$ cat src/rtl/reg_writeback_queue.sv
// Writeback buffer ahead of the register file: merges ALU and load results in
// program order, retires one per cycle, and forwards the youngest queued value.
module reg_writeback_queue #(
  parameter int DEPTH           = 4,
  parameter int INDEX_BIT_WIDTH = 4,
  parameter int DATA_BIT_WIDTH  = 32
) (
  input  logic                       clk,
  input  logic                       resetN,
  input  logic                       aluValid,
  input  logic [INDEX_BIT_WIDTH-1:0] aluIndex,
  input  logic [DATA_BIT_WIDTH-1:0]  aluData,
  output logic                       aluReady,
  input  logic                       memValid,
  input  logic [INDEX_BIT_WIDTH-1:0] memIndex,
  input  logic [DATA_BIT_WIDTH-1:0]  memData,
  output logic                       memReady,
  output logic                       wrtEn,
  output logic [INDEX_BIT_WIDTH-1:0] wrtIndex,
  output logic [DATA_BIT_WIDTH-1:0]  dataOut,
  input  logic [INDEX_BIT_WIDTH-1:0] rdIndex1,
  input  logic [INDEX_BIT_WIDTH-1:0] rdIndex2,
  output logic                       fwdHit1,
  output logic                       fwdHit2,
  output logic [DATA_BIT_WIDTH-1:0]  fwdData1,
  output logic [DATA_BIT_WIDTH-1:0]  fwdData2,
  output logic [$clog2(DEPTH):0]     count
);

  localparam int PTR_W = $clog2(DEPTH);
  localparam int CNT_W = PTR_W + 1;

  logic [INDEX_BIT_WIDTH-1:0] idxMem  [DEPTH];
  logic [DATA_BIT_WIDTH-1:0]  dataMem [DEPTH];

  logic [PTR_W-1:0] head, tail, memSlot, scanPtr;
  logic [CNT_W-1:0] occ, free, numAcc;
  logic             deq, aluAcc, memAcc;

  assign count = occ;
  assign deq   = (occ != '0);

  // Free space counts the slot vacated this cycle, so ready never depends on valid-to-ready of itself
  assign free     = CNT_W'(DEPTH) - occ + CNT_W'(deq);
  assign aluReady = resetN & (free >= CNT_W'(1));
  assign memReady = resetN & (free >= (aluValid ? CNT_W'(2) : CNT_W'(1)));
  assign aluAcc   = aluValid & aluReady;
  assign memAcc   = memValid & memReady;
  assign numAcc   = CNT_W'(aluAcc) + CNT_W'(memAcc);
  assign memSlot  = aluAcc ? tail + PTR_W'(1) : tail;

  always_ff @(posedge clk) begin
    if (!resetN) begin
      head <= '0;
      tail <= '0;
      occ  <= '0;
    end else begin
      head <= head + PTR_W'(deq);
      tail <= tail + PTR_W'(numAcc);
      occ  <= occ + numAcc - CNT_W'(deq);
    end
  end

  always_ff @(posedge clk) begin
    if (aluAcc) begin
      idxMem[tail]  <= aluIndex;
      dataMem[tail] <= aluData;
    end
    if (memAcc) begin
      idxMem[memSlot]  <= memIndex;
      dataMem[memSlot] <= memData;
    end
  end

  assign wrtEn    = resetN & deq;
  assign wrtIndex = wrtEn ? idxMem[head]  : '0;
  assign dataOut  = wrtEn ? dataMem[head] : '0;

  // Walk oldest to youngest so the last match (youngest) wins
  always_comb begin
    fwdHit1  = 1'b0;
    fwdHit2  = 1'b0;
    fwdData1 = '0;
    fwdData2 = '0;
    scanPtr  = head;
    for (int i = 0; i < DEPTH; i++) begin
      scanPtr = head + PTR_W'(i);
      if (resetN && (CNT_W'(i) < occ)) begin
        if (idxMem[scanPtr] == rdIndex1) begin
          fwdHit1  = 1'b1;
          fwdData1 = dataMem[scanPtr];
        end
        if (idxMem[scanPtr] == rdIndex2) begin
          fwdHit2  = 1'b1;
          fwdData2 = dataMem[scanPtr];
        end
      end
    end
  end

endmodule

$ cat config.mk
export PLATFORM = sky130hd
export DESIGN_NAME = reg_writeback_queue
export DESIGN_NICKNAME = d
export VERILOG_FILES = /design/src/rtl/reg_writeback_queue.sv
export SDC_FILE = /design/constraint.sdc
export NUM_CORES = 1
export LEC_CHECK = 0
export ABC_CLOCK_PERIOD_IN_PS = 6990
export BUFFER_PORTS_ARGS = -buffer_cell sky130_fd_sc_hd__buf_2
export CAP_MARGIN = 10
export CORE_ASPECT_RATIO = 0.75
export CORE_MARGIN = 2
export CORE_UTILIZATION = 40
export CTS_CLUSTER_SIZE = 10
export DETAILED_ROUTE_END_ITERATION = 8
export SLEW_MARGIN = 30
export SYNTH_ARGS = -nofsm -noshare
export SYNTH_HDL_FRONTEND = slang
export SYNTH_SLANG_ARGS = --single-unit
$ cat constraint.sdc
create_clock -name clk -period 6.99 [get_ports clk]
set_input_delay 1.0485 -clock clk [delete_from_list [all_inputs] [get_ports clk]]
set_output_delay 1.0485 -clock clk [all_outputs]
set_load 0.05 [all_outputs]
After elaboration in Yosys (flattened, before gate mapping) --
Memories as Yosys holds them, arrays and structs flattened. A register that Yosys moved wholly into a read port is not among the register bits. Index checks and enable logic that the tools add are counted.
Storage, ports and cells: bits in registers 7, memory bits (writable) 144, bits of input ports 84, output and inout bits 108, memories kept 2
Memories:
- dataMem | depth 4, bits a word 32, read ports 4, clocked after Yosys merged registers in 1, write ports 2, line 34 | logic [DATA_BIT_WIDTH-1:0] dataMem [DEPTH];
- idxMem | depth 4, bits a word 4, read ports 4, clocked after Yosys merged registers in 1, write ports 2, line 33 | logic [INDEX_BIT_WIDTH-1:0] idxMem [DEPTH];
Operators by class: $add $sub $neg 11, $lt $le $gt $ge 6, equal/unequal tests 8, mux-type cells 42, bitwise gates (word level) 5, reduce and logical (&&, ||, !) cells 5
Operators with widths (count):
- 32-bit two-way mux | 17
- 4-bit equality test | 8
- 1-bit two-way mux | 20
- 2-bit two-way mux | 4
- 1-bit by 3-bit < comparator with 1-bit output (first input constant) | 2
- 2-bit by 3-bit < comparator with 1-bit output (first input constant) | 2
- 1-bit AND | 5
- 2-bit by 1-bit adder with 2-bit output (second input constant) | 2
- 2-bit adder (second input constant) | 2
- 1-bit logical AND | 4
- 4-bit two-way mux | 1
- 3-bit by 1-bit adder with 3-bit output | 1
- 3-bit by 2-bit adder with 3-bit output | 1
- 3-bit by 1-bit greater-or-equal comparator with 1-bit output (second input constant) | 1
- 3-bit by 2-bit greater-or-equal comparator with 1-bit output | 1
- 3-bit nonzero test | 1
- 3-bit by 1-bit subtractor with 3-bit output | 1
- 3-bit subtractor (first input constant) | 1
- 1-bit by 1-bit adder with 2-bit output | 1
- 2-bit by 1-bit adder with 2-bit output | 1
- 2-bit adder | 1

Depth between registers and ports, before layout --
Gate-level depths: netlist of run 1.
depth after elaboration 9, depth in mapped cells 20, mapped depth without buffers 18

Worst setup path before layout of run 1 --
OpenSTA, ideal clock, no wires.
path type reg-to-reg, from register occ[2] (netlist: count[2]), to memory dataMem[3][0] (enable), setup time 392 ps, arrival 4908 ps, required time 6598 ps, slack 1690 ps, stages on the path, launching flop included 16, path buffers 4, clock period less this slack 5300 ps, cells stage by stage dfxtp_1 or3_1 clkbuf_1 inv_1 ha_1 inv_1 ha_1 ha_1 o21ai_0 a21boi_0 and2_1 clkbuf_1 nor2b_1 buf_2 buf_2 a21o_1
RTL lines:
- from (decl) | line 37 | logic [CNT_W-1:0] occ, free, numAcc;
- from (signal assigned) | line 60 | occ <= occ + numAcc - CNT_W'(deq);
- to (decl) | line 34

Worst setup path in the final report of run 1 --
from register head[0], to output fwdData2[14]
Between the ends: word-level cells in the longest chain between the ends 9, elaborated cells on any way between the ends 14
RTL lines:
- from (decl) | line 36 | logic [PTR_W-1:0] head, tail, memSlot, scanPtr;
- from (signal assigned) | line 58 | head <= head + PTR_W'(deq);
- 2-bit by 1-bit adder with 2-bit output | line 87 | scanPtr = head + PTR_W'(i);
- memory read 4 x 4 bit
- 4-bit equality test | line 93 | if (idxMem[scanPtr] == rdIndex2) begin
- 32-bit two-way mux | line 93
- 32-bit two-way mux | line 88 | if (resetN && (CNT_W'(i) < occ)) begin
- 32-bit two-way mux | line 93
- 32-bit two-way mux | line 88
- 32-bit two-way mux | line 93
- 32-bit two-way mux (*) | line 88
- to (decl) | line 26 | output logic [DATA_BIT_WIDTH-1:0] fwdData2,
Every way passes the cells marked *; elsewhere a longest branch is shown, timed or not.

==> results of run 1 <==
## stage by stage
stage	utilization, %	std cells	total power (W)	area, um^2
2_1_floorplan	-	1169	0.00399	12200
3_3_place_gp	44.5	1664	0.00475	13400
3_5_place_dp	44.7	1667	0.00483	13500
4_1_cts	46.7	1699	0.00580	14100
5_1_grt	46.7	1700	0.00613	14100
6_report	46.8	1706	0.00582	14100
## cell usage after synthesis (35+ instances only)
cell type    n
mux2i_1     70
nor3_1      35
nand2_1     74
buf_2       36
nor2b_1     35
o22ai_1     64
mux2_2     178
nor2_1      36
and2_1      39
edfxtp_1   144
o21ai_0     95
clkbuf_1    67
## state kept, by name (all words and copies together), names as in the netlist
signal,cells
count,3
idxMem,16
head,2
tail,2
dataMem,128
## worst min-delay path by stage
stage | startpoint | to | slack [ns] | cells past startpoint
floorplan | head[0]$_SDFF_PN0_ | head[0]$_SDFF_PN0_ | 0.56 | 2
global placement | count[0]$_SDFF_PN0_ | count[0]$_SDFF_PN0_ | 0.70 | 2
detailed placement | count[0]$_SDFF_PN0_ | count[0]$_SDFF_PN0_ | 0.70 | 2
CTS | count[0]$_SDFF_PN0_ | count[0]$_SDFF_PN0_ | 0.71 | 2
global route | count[0]$_SDFF_PN0_ | count[0]$_SDFF_PN0_ | 0.77 | 2
finish | count[0]$_SDFF_PN0_ | count[0]$_SDFF_PN0_ | 0.72 | 2
## layer usage
| metal | GRT usage, % | wire length, um | vias to the layer above | part of all wire, % |
|---|---|---|---|---|
| met5 | 0 | 13 | - | 0.033 |
| met4 | 7.45 | 824 | 2 | 2.1 |
| met3 | 6.07 | 3410 | 64 | 8.7 |
| met2 | 35.6 | 17100 | 471 | 44 |
| met1 | 34.6 | 18000 | 5168 | 46 |
| li1 | - | - | 4836 | - |
## where the power goes
| group | internal, W | total, W | switching [W] |
|---|---|---|---|
| clock | 0.000543 | 0.000974 | 0.000432 |
| combinational | 0.00111 | 0.00345 | 0.00234 |
| sequential | 0.00124 | 0.00140 | 0.000163 |
## kinds of logic after synthesis
| family | Yosys count | synth area share, % |
|---|---|---|
| mux | 261 | 24.5 |
| buf+inv | 129 | 4.57 |
| fa+ha+maj | 15 | 1.60 |
| xor+xnor | 38 | 2.72 |
| flops | 151 | 36.5 |
| compound gates | 336 | 20.2 |
| simple gates | 239 | 9.86 |
## final cells by class
| type | count | share of cell area (%) |
|---|---|---|
| diodes | 7 | 0.124 |
| clock buffers | 17 | 3.02 |
| clock inverters | 15 | 1.26 |
| inverters | 14 | 0.391 |
| multi-input cells | 889 | 51.7 |
| flip-flops and latches | 151 | 31.7 |
| well taps | 399 | 3.54 |
| repair buffers | 214 | 8.26 |
## cells in the final DEF, fill, tap and decap left out, drive strengths merged
cell type,netlist,final
a211o,1,1
a211oi,33,33
a21boi,1,1
a21o,1,1
a21oi,35,35
a221oi,64,64
a31oi,1,1
and2,39,39
and3,10,10
buf,48,214
bufinv,0,2
clkbuf,67,17
clkinv,0,3
dfxtp,7,7
diode,0,7
edfxtp,144,144
fa,1,1
ha,14,14
inv,14,24
mux2,178,178
mux2i,70,70
mux4,13,13
nand2,74,74
nand3,2,2
nand4,4,4
nor2,36,36
nor2b,35,35
nor3,35,35
nor3b,1,1
nor4,2,2
o2111ai,2,2
o21a,1,1
o21ai,100,100
o22ai,64,64
o311a,32,32
o31a,1,1
or3,1,1
xnor2,19,19
xor2,19,19
## worst reg2reg max path, cell delays in order (launching register included)
cell      delay (ns)
dfxtp_1         0.39
or3_1           0.56
inv_1           0.12
ha_1            0.14
inv_1           0.04
ha_1            0.32
ha_1            0.28
o21ai_0         0.06
a21boi_0        0.18
and2_1          0.44
nor2b_4         0.56
buf_4           0.53
mux2_2          0.42
==> metrics.cfg, run 1 <==
[final_layout]
area_growth_pct=15.3
drive_gt1_share_pct=37.5
multi_input_area_mm2=0.00728
n_fill_cell=2876
regArea_mm2=0.00447
nNetsFinal=1386

[detailed_routing]
firstDrtPassIters=5
dr_total_vias=10500
detail-route-antenna-nets=0
drcViolationCount=0
drt_iter0_drc=1060
drt-total-wl_um=39400
routed_via_density=6.18
post_drt_wl_per_cell_um=23.1

[clock_tree]
hold_buffers=0
path_clk_slew_ns=0.07
cts-buffers-inserted=17
htreeDepth=4
cts_setup_buffers=0
cts_resized=0
cts-root-buf=clkbuf_16
clock_path_buffers=2
cts_tree=built
cts_sinks=151
clk-insertion-delay-late_ns=0.44

[synthesis]
synth_edf_count=144
synth_nets=1268
netlist_area_mm2=0.0122
ys_seq_area_share_pct=36.5
synthFlopType=edfxtp_1
yosys.area.top_type=edfxtp_1
ys_ff_latch=151
synth.avg_cell_area_um2=10.5
synthCells=1169
ys_top_cells_by_area=edfxtp_1, mux2_2, mux2i_1
async_flop_share_pct=0
ys_warn_count=0
yosysUniqueCellTypes=42
synth_top_area_share_pct=35.4

[flow_run]
cap_violations=0

[timing]
finalWorstSetupSlack_ns=1.66
maxSlewHeadroom_pct=38.9
period_needed_ns=5.33
final_hold_viol_count=0
fin_setup_tns_ns=0
fmax_mhz=188
hold_ws_ns=0.718
skew_ns=0.0108
rsz0062_at_grt=false
slew_violations=0
worst_pin_slew_ns=0.916
setup_viol=0
fin_crit_sh_pct=76.2

[critical_path]
crit_end=fwdData2[14]
worstSetupStartpointType=flop
critPathArrivalTime_ns=4.28
crit_cells=9
cp-startpoint=head[0]$_SDFF_PN0_
worst_setup_path_end_kind=output port
rrSetupSlack_ns=2.71
cp_slowest_cell=dfxtp_4
cp.buffers_inverters=4
worst-r2r-cell-count=12
cp.required_ns=5.94
path_cells=buf_4, buf_4, mux2_2, xor2_1, nand4_1, buf_4, o21ai_0, o22ai_1, buf_2
rr_endpoint=dataMem[3][11]$_DFFE_PP_
path_max_fanout=65
crit_top_cell=buf_4
reg2reg_from=count[2]$_SDFF_PN0_
worstSetupPathType=flop to output port
crit_family=buffers and inverters
max_stage_delay_ns=0.69

[floorplan]
die_h_um=155
ios=192
core_area_mm2=0.0301
dieWidth_um=206
dieArea_mm2=0.0320
initial_utilization_pct=40.6
rows=55

[grt]
antenna_found_initial=8
gr-total-overflow=0
grt_pass1_wl_um=58600
grt_max_degree=85
grt.total_usage_pct=24.1
grt_pass1_vias=9785

[placed_design]
pre_cts_ws_ns=2.15
place_congestion=0.853
io_buffers=191
hpwl_um=24800

[power_and_ir_drop]
p_per_area_mw_per_mm2=413
p_leak_nw=5.27
ir_worst_vdd_v=0.000173

[status]
outcome=complete, no violations

[min_path]
hp-class=flop to flop

(Power assumes the default switching activity.)
==> run 2: changes to the inputs <==
--- a/config.mk
+++ b/config.mk
@@ -5,7 +5,7 @@
 export SDC_FILE = /design/constraint.sdc
 export NUM_CORES = 1
 export LEC_CHECK = 0
-export ABC_CLOCK_PERIOD_IN_PS = 6990
+export ABC_CLOCK_PERIOD_IN_PS = 4790
 export BUFFER_PORTS_ARGS = -buffer_cell sky130_fd_sc_hd__buf_2
 export CAP_MARGIN = 10
 export CORE_ASPECT_RATIO = 0.75
==> constraint.sdc (replaced) <==
create_clock -name clk -period 4.79 [get_ports clk]
set_input_delay 0.7185 -clock clk [delete_from_list [all_inputs] [get_ports clk]]
set_output_delay 0.7185 -clock clk [all_outputs]
set_load 0.05 [all_outputs]
==> metrics.cfg, run 2 (same netlist as run 1, synthesis figures left out) <==
[clock_tree]
clock_path_buffers=2  ; unchanged
cts_sinks=151  ; unchanged
cts-buffers-inserted=17  ; unchanged
hold_buffers=0  ; unchanged
htreeDepth=4  ; unchanged
clk-insertion-delay-late_ns=0.43  ; about the same
cts-root-buf=clkbuf_16
path_clk_slew_ns=0.07  ; about the same
cts_tree=built

[critical_path]
rr_endpoint=count[2]$_SDFF_PN0_
cp.buffers_inverters=3  ; -1
cp.required_ns=4.07  ; -1.87 ns
path_max_fanout=23  ; -65%
crit_cells=9  ; unchanged
cp-startpoint=head[0]$_SDFF_PN0_
cp_slowest_cell=and3_2
max_stage_delay_ns=0.70  ; about the same
critPathArrivalTime_ns=3.86  ; -0.42 ns
worst_setup_path_end_kind=output port
worst-r2r-cell-count=18  ; +6
path_cells=buf_4, mux4_2, xnor2_1, and3_1, and3_2, buf_4, a221oi_2, o22ai_1, buf_2
worstSetupPathType=flop to output port
rrSetupSlack_ns=0.74  ; -1.97 ns
reg2reg_from=count[2]$_SDFF_PN0_
worstSetupStartpointType=flop
crit_family=buffers and inverters
crit_top_cell=buf_4
crit_end=fwdData1[8]

[status]
outcome=complete, no violations

[final_layout]
nNetsFinal=1396  ; +0.72%
largest_register_ffs=128  ; unchanged
layout_common_cells=buf_2, mux2_2, edfxtp_1, o21ai_0
fin_cells=1712  ; +0.35%
top_register=dataMem
final_common_cell=buf_2
drive_gt1_share_pct=37.9  ; +0.32 points
area_growth_pct=16.1

[grt]
use_met3_pct=4.06  ; -2.0 points
met1_usage_pct=34.2  ; -0.33 points
busiest_layer=met2
gr-total-overflow=0  ; unchanged
grt_pass1_wl_um=59200  ; +1.0%
use_met2_pct=38.1  ; +2.5 points
grt.total_usage_pct=24.2  ; +0.15 points
antenna_found_initial=3  ; -5
grt_max_degree=129  ; +52%
grt_pass1_vias=10000  ; +2.2%

[floorplan]
core_area_mm2=0.0301  ; unchanged
ios=192  ; unchanged
dieWidth_um=206  ; unchanged
dieArea_mm2=0.0320  ; unchanged
die_h_um=155  ; unchanged
initial_utilization_pct=40.6  ; unchanged
rows=55  ; unchanged

[flow_run]
cap_violations=0  ; unchanged

[placed_design]
io_buffers=191  ; unchanged
hpwl_um=26000  ; +4.7%
dp.cells=1677  ; +0.60%
place_congestion=0.846  ; -0.89%

[timing]
fin_crit_sh_pct=95.7
skew_ns=0.00910  ; -0.00172 ns
period_needed_ns=4.58
fin_setup_tns_ns=0  ; unchanged
maxSlewHeadroom_pct=39.7  ; +0.84 points
fmax_mhz=218
worst_pin_slew_ns=0.903  ; -0.0137 ns
setup_viol=0  ; unchanged
final_hold_viol_count=0  ; unchanged
rsz0062_at_grt=false
hold_ws_ns=0.630  ; -0.0879 ns
slew_violations=0  ; unchanged

[detailed_routing]
routed_via_density=6.13  ; -0.75%
drt-total-wl_um=39100  ; -0.55%
drt_iter0_drc=966  ; -8.9%
dr_total_vias=10500  ; -0.40%
drcViolationCount=0  ; unchanged
detail-route-antenna-nets=0  ; unchanged
post_drt_wl_per_cell_um=22.9  ; -0.90%
firstDrtPassIters=5  ; unchanged

[power_and_ir_drop]
p_leak_nw=5.33  ; +1.0%
ir_worst_vdd_v=0.000334  ; +93%
p_per_area_mw_per_mm2=594  ; +44%

[min_path]
whs_path_depth=2  ; unchanged
hp-class=input port to flop

[run 2: repair_timing]
action	in CTS	in global routing
endpoints found under the setup margin	0	1
resized for setup	0	1
setup buffers	0	0
[run 2: worst min-delay path by stage]
stage | from | end
floorplan | head[0]$_SDFF_PN0_ | head[0]$_SDFF_PN0_
global placement | count[0]$_SDFF_PN0_ | count[0]$_SDFF_PN0_
detailed placement | count[0]$_SDFF_PN0_ | count[0]$_SDFF_PN0_
CTS | aluData[8] | dataMem[0][8]$_DFFE_PP_
global route | memData[26] | dataMem[2][26]$_DFFE_PP_
finish | aluData[26] | dataMem[2][26]$_DFFE_PP_
[run 2: layout make-up]
type / instances / area (um^2)
fillers: 2807 / 16000
repair buffers: 224 / 1300
flip-flops and latches: 151 / 4470
clock inverters: 15 / 144
inverters: 14 / 55.1
clock buffers: 17 / 425
diodes: 3 / 7.51
well taps: 399 / 499
multi-input cells: 889 / 7280
[run 2: per-layer routing]
metal	wire, um	share of wire (%)	vias to the layer above
met2	17800	46	474
met4	674	1.7	0
li1	-	-	4828
met5	0	0	-
met1	17700	45	5159
met3	2960	7.6	38
[run 2: power breakdown]
part	switching, W	internal [W]	total, W
sequential	0.000222	0.00180	0.00203
combinational	0.00342	0.00165	0.00507
clock	0.000597	0.000727	0.00132
[run 2: per-stage QoR]
| stage | cell area (um^2) | utilization (%) | setup slack [ns] | power [W] |
|---|---|---|---|---|
| 2_1_floorplan | 12200 | - | 0.0863 | 0.00583 |
| 3_3_place_gp | 13600 | 45.0 | 0.510 | 0.00699 |
| 3_5_place_dp | 13600 | 45.1 | 0.682 | 0.00707 |
| 4_1_cts | 14200 | 47.0 | 0.206 | 0.00841 |
| 5_1_grt | 14200 | 47.1 | 0.0316 | 0.00889 |
| 6_report | 14200 | 47.1 | 0.208 | 0.00842 |
==> run 3: changes to the inputs <==
--- a/config.mk
+++ b/config.mk
@@ -8,11 +8,14 @@
 export ABC_CLOCK_PERIOD_IN_PS = 4790
 export BUFFER_PORTS_ARGS = -buffer_cell sky130_fd_sc_hd__buf_2
 export CAP_MARGIN = 10
+export CELL_PAD_IN_SITES_DETAIL_PLACEMENT = 2
+export CELL_PAD_IN_SITES_GLOBAL_PLACEMENT = 2
 export CORE_ASPECT_RATIO = 0.75
 export CORE_MARGIN = 2
-export CORE_UTILIZATION = 40
+export CORE_UTILIZATION = 34
 export CTS_CLUSTER_SIZE = 10
 export DETAILED_ROUTE_END_ITERATION = 8
+export PLACE_DENSITY_LB_ADDON = 0.1
 export SLEW_MARGIN = 30
 export SYNTH_ARGS = -nofsm -noshare
 export SYNTH_HDL_FRONTEND = slang
==> metrics.cfg, run 3 (same netlist as run 1, synthesis figures left out) <==
[status]
outcome=complete, no violations

[clock_tree]
htreeDepth=4  ; unchanged
cts-root-buf=clkbuf_16
cts-buffers-inserted=17  ; unchanged
cts_sinks=151  ; unchanged
path_clk_slew_ns=0.07  ; about the same
clock_path_buffers=2  ; unchanged
cts_setup_buffers=0  ; unchanged
hold_buffers=0  ; unchanged
cts_tree=built
cts_resized=0  ; unchanged
clk-insertion-delay-late_ns=0.44  ; about the same

[detailed_routing]
dr_total_vias=10600  ; +1.2%
post_drt_wl_per_cell_um=27.0  ; +18%
routed_via_density=5.96  ; -2.9%
drcViolationCount=0  ; unchanged
drt-total-wl_um=48100  ; +23%
drt_iter0_drc=679  ; -30%
firstDrtPassIters=5  ; unchanged
detail-route-antenna-nets=0  ; unchanged

[power_and_ir_drop]
total_power_w=0.00876  ; +4.0%
p_leak_nw=5.36  ; +0.69%
ir_worst_vdd_v=0.000385  ; +15%
p_per_area_mw_per_mm2=611  ; +2.9%

[timing]
period_needed_ns=4.45  ; -0.128 ns
final_hold_viol_count=0  ; unchanged
fin_setup_tns_ns=0  ; unchanged
fmax_mhz=224  ; +2.9%
worst_pin_slew_ns=0.798  ; -0.104 ns
rsz0062_at_grt=false
skew_ns=0.0118  ; +0.00273 ns
finalWorstSetupSlack_ns=0.335  ; +0.128 ns
fin_crit_sh_pct=93.0  ; -2.7 points
setup_viol=0  ; unchanged
slew_violations=0  ; unchanged
maxSlewHeadroom_pct=46.8  ; +7.0 points

[min_path]
holdPathEnd=dataMem[0][17]$_DFFE_PP_
whs_path_depth=2  ; unchanged
worstHoldStart=aluData[17]
hp-class=input port to flop

[critical_path]
rrSetupSlack_ns=0.77  ; +0.03 ns
cp.required_ns=4.07  ; about the same
worst_setup_path_end_kind=output port
critPathArrivalTime_ns=3.74  ; -0.12 ns
path_max_fanout=65  ; +180%
worstSetupPathType=flop to output port
rr_endpoint=count[2]$_SDFF_PN0_
reg2reg_from=count[2]$_SDFF_PN0_
worstSetupStartpointType=flop
worst-r2r-cell-count=18  ; unchanged

[grt]
grt_max_degree=129  ; unchanged
gr-total-overflow=0  ; unchanged
grt.total_usage_pct=25.4  ; +1.2 points
grt_pass1_wl_um=72000  ; +22%
grt_pass1_vias=11300  ; +13%
antenna_found_initial=3  ; unchanged

[final_layout]
layout_common_cells=buf_2, mux2_2, edfxtp_1, o21ai_0
postLayoutCoreUtil_pct=40.2  ; -6.9 points
final_common_cell=buf_2
drive_gt1_share_pct=38.2  ; +0.36 points
regArea_mm2=0.00447  ; unchanged
fin_area_mm2=0.0143  ; +1.0%
largest_register_ffs=128  ; unchanged
multi_input_area_mm2=0.00728  ; -0.10%
nNetsFinal=1402  ; +0.43%
top_register=dataMem
n_fill_cell=3757  ; +34%
area_growth_pct=17.3

[placed_design]
place_congestion=0.776  ; -8.3%
hpwl_um=31200  ; +20%
io_buffers=191  ; unchanged
pre_cts_ws_ns=0.765  ; +0.0834 ns
place_area_mm2=0.0137  ; +0.95%

[floorplan]
core_area_mm2=0.0357  ; +18%
initial_utilization_pct=34.3  ; -6.3 points
rows=60  ; +9.1%
dieWidth_um=223  ; +8.3%
dieArea_mm2=0.0375  ; +17%
die_h_um=168  ; +8.2%
ios=192  ; unchanged

[flow_run]
cap_violations=0  ; unchanged

==> run 3: routing by layer <==
layer / wire [um] / vias up / global-route usage, %
li1: - / 4834 / -
met1: 22700 / 5505 / 34.8
met2: 22700 / 239 / 43.0
met3: 1990 / 40 / 3.54
met4: 605 / 4 / 5.22
met5: 23 / - / 0
==> run 3: worst max-delay path, cell delays in order (launching register included) <==
cell,delay [ns]
dfxtp_4,0.54
buf_4,0.66
mux2i_1,0.16
mux2_2,0.32
xor2_1,0.16
nand4_1,0.18
buf_12,0.34
o21ai_0,0.17
o22ai_1,0.36
buf_2,0.34
==> run 3: worst max-delay path by stage <==
stage               slack, ns                 from                      end  cells past startpoint
detailed placement       0.77  count[2]$_SDFF_PN0_      count[2]$_SDFF_PN0_                     18
finish                   0.34   head[1]$_SDFF_PN0_             fwdData2[31]                      9
CTS                      0.34   head[1]$_SDFF_PN0_             fwdData2[31]                      9
global placement         0.82  count[2]$_SDFF_PN0_      count[2]$_SDFF_PN0_                     18
global route             0.20   head[1]$_SDFF_PN0_             fwdData2[31]                      9
floorplan                0.09  count[2]$_SDFF_PN0_  dataMem[0][0]$_DFFE_PP_                     14
==> run 3: cell type report <==
class / instances / share of cell area [%]
Multi-Input combinational cell: 889 / 50.8
Sequential cell: 151 / 31.2
Timing Repair Buffer: 230 / 9.41
Tap cell: 465 / 4.06
Clock buffer: 19 / 3.09
Clock inverter: 13 / 1.08
Inverter: 14 / 0.384
Antenna cell: 2 / 0.0349
==> run 3: where the power goes <==
part	total, W	switching [W]	internal [W]
Combinational	0.00535	0.00367	0.00167
Sequential	0.00200	0.000195	0.00180
Clock	0.00142	0.000585	0.000830
Total	0.00876	0.00445	0.00431
==> run 3: per-stage QoR <==
stage	hold WS, ns	std cells
5_1_grt	0.621	1781
3_5_place_dp	0.688	1749
4_1_cts	0.613	1781
3_3_place_gp	0.651	1749
2_1_floorplan	0.559	1169
6_report	0.627	1783
